--- src/rtl/alu_arbiter.sv ---
// Round-robin arbiter sharing one combinational ALU between N_REQ requesters, with a one-entry response register.
// Optional grant lock for back-to-back dependent operations is enabled with ALU_ARB_LOCK_EN.
module alu_arbiter #(
  parameter int unsigned N_REQ = 2
) (
  input  logic                  clk,
  input  logic                  reset,
  input  logic [N_REQ-1:0]      req_valid,
  output logic [N_REQ-1:0]      req_ready,
  input  logic [4*N_REQ-1:0]    req_op,
  input  logic [32*N_REQ-1:0]   req_a,
  input  logic [32*N_REQ-1:0]   req_b,
  input  logic [N_REQ-1:0]      req_lock,
  output logic [3:0]            alu_op,
  output logic [31:0]           alu_a,
  output logic [31:0]           alu_b,
  input  logic [31:0]           alu_y,
  output logic [N_REQ-1:0]      rsp_valid,
  input  logic [N_REQ-1:0]      rsp_ready,
  output logic [31:0]           rsp_y
);
  localparam int unsigned IW = (N_REQ > 1) ? $clog2(N_REQ) : 1;
  typedef logic [IW-1:0] idx_t;

  logic        rsp_full;
  idx_t        owner;
  logic [31:0] y;
  idx_t        prio_ptr;
  logic        space;
  logic        found;
  idx_t        gidx;
  int unsigned s;
  logic        lock_hold;
  idx_t        lock_idx;

`ifdef ALU_ARB_LOCK_EN
  logic lock_active;
  // A lock whose owner has dropped req_valid no longer restricts arbitration.
  assign lock_hold = lock_active && req_valid[lock_idx];
`else
  logic unused_lock;
  assign lock_hold   = 1'b0;
  assign lock_idx    = '0;
  assign unused_lock = ^req_lock;
`endif

  assign space = !rsp_full || rsp_ready[owner];

  always_comb begin
    req_ready = '0;
    gidx      = prio_ptr;
    found     = 1'b0;
    s         = 0;
    if (!reset && space) begin
      if (lock_hold) begin
        gidx  = lock_idx;
        found = 1'b1;
      end else begin
        for (int unsigned k = 0; k < N_REQ; k++) begin
          s = 32'(prio_ptr) + k;
          if (s >= N_REQ) s = s - N_REQ;
          if (!found && req_valid[idx_t'(s)]) begin
            found = 1'b1;
            gidx  = idx_t'(s);
          end
        end
      end
      if (found) req_ready[gidx] = 1'b1;
    end
  end

  assign alu_op = req_op[32'(gidx)*4 +: 4];
  assign alu_a  = req_a[32'(gidx)*32 +: 32];
  assign alu_b  = req_b[32'(gidx)*32 +: 32];

  always_comb begin
    rsp_valid = '0;
    for (int unsigned i = 0; i < N_REQ; i++)
      rsp_valid[i] = rsp_full && (owner == idx_t'(i));
  end
  assign rsp_y = y;

  // Accepting in the same cycle as consumption overwrites the register, so there is no bubble.
  always_ff @(posedge clk) begin
    if (reset) begin
      rsp_full <= 1'b0;
      owner    <= '0;
      y        <= '0;
      prio_ptr <= '0;
    end else if (found) begin
      rsp_full <= 1'b1;
      owner    <= gidx;
      y        <= alu_y;
      prio_ptr <= (gidx == idx_t'(N_REQ-1)) ? '0 : gidx + 1'b1;
    end else if (rsp_full && rsp_ready[owner]) begin
      rsp_full <= 1'b0;
    end
  end

`ifdef ALU_ARB_LOCK_EN
  always_ff @(posedge clk) begin
    if (reset) begin
      lock_active <= 1'b0;
      lock_idx    <= '0;
    end else if (found) begin
      lock_active <= req_lock[gidx];
      lock_idx    <= gidx;
    end else if (space && lock_active && !req_valid[lock_idx]) begin
      lock_active <= 1'b0;
    end
  end
`endif

endmodule

--- config.mk ---
export PLATFORM = sky130hd
export DESIGN_NAME = alu_arbiter
export DESIGN_NICKNAME = d
export VERILOG_FILES = /design/src/rtl/alu_arbiter.sv
export SDC_FILE = /design/constraint.sdc
export NUM_CORES = 1
export LEC_CHECK = 0
export CAP_MARGIN = 5
export CORE_AREA = 2 2 109 111
export DETAILED_ROUTE_END_ITERATION = 10
export DIE_AREA = 0 0 111 113
export PLACE_DENSITY = 0.72
export SLEW_MARGIN = 20
export SYNTH_ARGS = -nofsm -noshare
export SYNTH_HDL_FRONTEND = slang
export SYNTH_SLANG_ARGS = --single-unit
export TNS_END_PERCENT = 20
--- constraint.sdc ---
create_clock -name clk -period 3 [get_ports clk]
set_input_delay 0.6 -clock clk [delete_from_list [all_inputs] [get_ports clk]]
set_output_delay 0.6 -clock clk [all_outputs]
set_load 0.01 [all_outputs]
==> results.sh <==
export IMPL_status="completed"
export IMPL_cp_slowest_cell="or4b_4"
export IMPL_yosysTopAreaCell="mux2_2"
export IMPL_setup_violations=0
export IMPL_drtIter0Drc=83
export IMPL_placed_area_um2=5350
export IMPL_synth_cell_area_um2=2360
export IMPL_vdd_ir_drop_worst_mv=0.405
export IMPL_drv_cap=0
export IMPL_criticalPathCategory="input pin to output port"
export IMPL_fin_crit_sh_pct=98.3
export IMPL_antenna_left=0
export IMPL_final_area_um2=5520
export IMPL_rsz0062_at_grt="true"
export IMPL_r2r_start="owner"
export IMPL_required_ps=2400
export IMPL_io_pins=280
export IMPL_place_gp_congestion=0.884
export IMPL_syn_to_final_growth_pct=134
export IMPL_drc=0
export IMPL_grt_overflow_total=0
export IMPL_max_freq_mhz=339
export IMPL_die_y_um=113
export IMPL_power_switching_w=0.000600
export IMPL_crit_fanout=10
export IMPL_critical_path_max_stage_delay_ps=500
export IMPL_final_max_slew_viol_count=0
export IMPL_seq_area_frac_synth_pct=29.7
export IMPL_powerDensity_nw_per_um2=393
export IMPL_via_per_inst=4.25
export IMPL_cts_max_level=2
export IMPL_hp_start="rsp_y[11]"
export IMPL_syn_nets=379
export IMPL_hold_viol=0
export IMPL_p_sw_share_pct=27.7
export IMPL_whs_ps=599
export IMPL_p_comb_share_pct=50.9
export IMPL_antenna_found_initial=1
export IMPL_grt_use_total_pct=16.7
export IMPL_initial_core_util_pct=20.9
export IMPL_crit_path_end_kind="output port"
export IMPL_postSynth_asyncResetShare_pct=0
export IMPL_core_area_um2=11300
export IMPL_cts_tree="done"
export IMPL_seqPwrFrac_pct=24.8
export IMPL_nets=667
export IMPL_startpoint_type="input pin"
export IMPL_grt_pass1_wl_um=16600
export IMPL_synthCells=203
export IMPL_fill_cells=1056
export IMPL_clock_skew_ps=7.20
export IMPL_row_count=39
export IMPL_hpwl_um=9280
export IMPL_slew_headroom_pct=77.3
export IMPL_clock_latency_ps=280
export IMPL_crit_top_cell="buf_12"
export IMPL_numClockSinks=35
export IMPL_synth_area_top_cells="mux2_2 38%, dfxtp_1 30%, mux2_4 13%, nor2b_1 8.8%, buf_4 1.3%"
export IMPL_cp_arrival_ps=2350
export IMPL_cp_top_family="buffers and inverters"
export IMPL_leakage_nw=2.26
export IMPL_drt_pass1_iterations=4
export IMPL_cts_path_max_buffers=2
export IMPL_wire_per_inst_um=17.2
export IMPL_crit_chain="clkdlybuf4s15_1 -> or4b_4 -> o211ai_4 -> nor3_4 -> buf_12 -> buf_12 -> buf_16 -> mux2_2 -> buf_2"
export IMPL_hp_class="register to register"
export IMPL_startpoint="req_valid[1]"
export IMPL_die_w_um=111
export IMPL_critPathBufInv=5
export IMPL_yosysMostFrequentCell="mux2_2"
export IMPL_synth_cell_types=24
export IMPL_numCtsBuffers=5
export IMPL_avgSynthCellArea_um2=11.6
export IMPL_synth_seq_cells=35
export IMPL_r2r_cells=5
export IMPL_power_internal_w=0.00157
export IMPL_worstHoldPathCells=2
export IMPL_p_clk_share_pct=24.3
export IMPL_pre_cts_slack_ps=-631
export IMPL_yosysWarnings=0
export IMPL_drive_gt1_share_pct=33.1
export IMPL_drt_total_wl_um=11000
export IMPL_synth_edf_count=0
export IMPL_tns_ps=0
export IMPL_max_slew_worst_pin_slew_ps=341
export IMPL_r2r_end="rsp_y[23]"
export IMPL_layout_setup_ws_ps=49.6
export IMPL_dieArea_um2=12500
export IMPL_netlist_area_leader_share_pct=38.2
export IMPL_grt_max_degree=33
export IMPL_via_count=2700
export IMPL_io_buffers=277
export IMPL_p_total_w=0.00217
export IMPL_ys_flop_type="dfxtp_1"
export IMPL_clk_pin_slew_ps=60
export IMPL_r2r_slack_ps=1280
export IMPL_root_buffer="clkbuf_16"
export IMPL_grt_pass1_vias=2961
export IMPL_hold_buffers=0
export IMPL_period_minus_slack_ps=2950
export IMPL_synth_top_cells_by_count="80 x mux2_2, 35 x dfxtp_1, 33 x nor2b_1"
export IMPL_hold_end="rsp_y[11]"
==> cells in the final DEF, fill, tap and decap left out, types with 2 or more instances in the layout <==
master and instances:
a21oi_1 3, buf_12 6, buf_16 2, buf_2 9, buf_4 11, buf_6 2
clkbuf_16 5, clkbuf_2 17, clkdlybuf4s15_1 41, clkdlybuf4s50_1 204, dfxtp_1 35, dlygate4sd2_1 2
inv_1 2, mux2_2 80, mux2_4 20, nand2_1 3, nor2b_1 33
==> worst register-to-register path, delay by kind of cell, from the launching register on <==
kind / cells / cell delay (ps)
flip-flops: 1 / 340
buffers and inverters: 1 / 210
multiplexers: 2 / 610
AO/OA/AOI/OAI: 2 / 460
==> how the worst max path moves through the flow <==
stage	end	slack, ps	cells after the start
after floorplan	alu_a[30]	440	7
after global placement	alu_b[29]	-610	7
after detailed placement	alu_b[24]	-630	7
after CTS	alu_b[14]	2	8
after global routing	alu_b[0]	-3	9
final	alu_a[20]	50	9
==> layout make-up <==
cell class / instances / area (um2) / area share [%]
clock buffer: 7 / 143 / 2.59
clock inverter: 1 / 8.76 / 0.159
sequential: 35 / 701 / 12.7
inverter: 2 / 7.51 / 0.136
multi-input combinational: 152 / 1580 / 28.7
tap: 143 / 179 / 3.24
timing repair buffer: 295 / 2890 / 52.4
antenna: 1 / 2.50 / 0.0454
==> repair_timing <==
item                       4_1_cts  5_1_grt
setup buffers                    3        0
cloned                           1        0
pin swaps                        2        1
resized for setup              144       55
setup endpoints to repair       68       67
==> metrics by stage <==
stage / util (%) / cells
after detailed placement: 47.5 / 623
final: 48.9 / 636
after floorplan: - / 203
after global routing: 48.9 / 635
after global placement: 47.5 / 623
after CTS: 49.2 / 635
==> registers in the layout (all words and copies together), names as in the netlist <==
name / cells
rsp_full: 1
rsp_y: 32
prio_ptr: 1
owner: 1
==> cells by family (layout without fill, tap and decap cells) <==
kind of cell           count (synthesis)  in the layout  share of synthesized area [%]
other                                  0              1                              0
flip-flops                            35             35                           29.7
AND/OR/NAND/NOR                       43             43                           11.9
buffers and inverters                 16            305                           4.62
multiplexers                         101            101                           51.4
AO/OA/AOI/OAI                          8              8                           2.39
==> per-layer routing <==
metal / global-route usage [%] / vias up / share of wire [%]
li1: - / 1293 / -
met1: 18.2 / 1256 / 37
met2: 31.9 / 139 / 53
met3: 5.46 / 12 / 8.1
met4: 3.42 / 0 / 1.2
met5: 0 / - / 0
==> power groups by stage <==
stage / sequential, W / clock, W / combinational [W]
final: 0.000538 / 0.000526 / 0.00110
after global routing: 0.000545 / 0.000558 / 0.00117
after CTS: 0.000538 / 0.000544 / 0.00111
after detailed placement: 0.000546 / 0 / 0.00112
after global placement: 0.000543 / 0 / 0.00111
after floorplan: 0.000564 / 0 / 0.000458
Power figures use the tool's default switching activity.
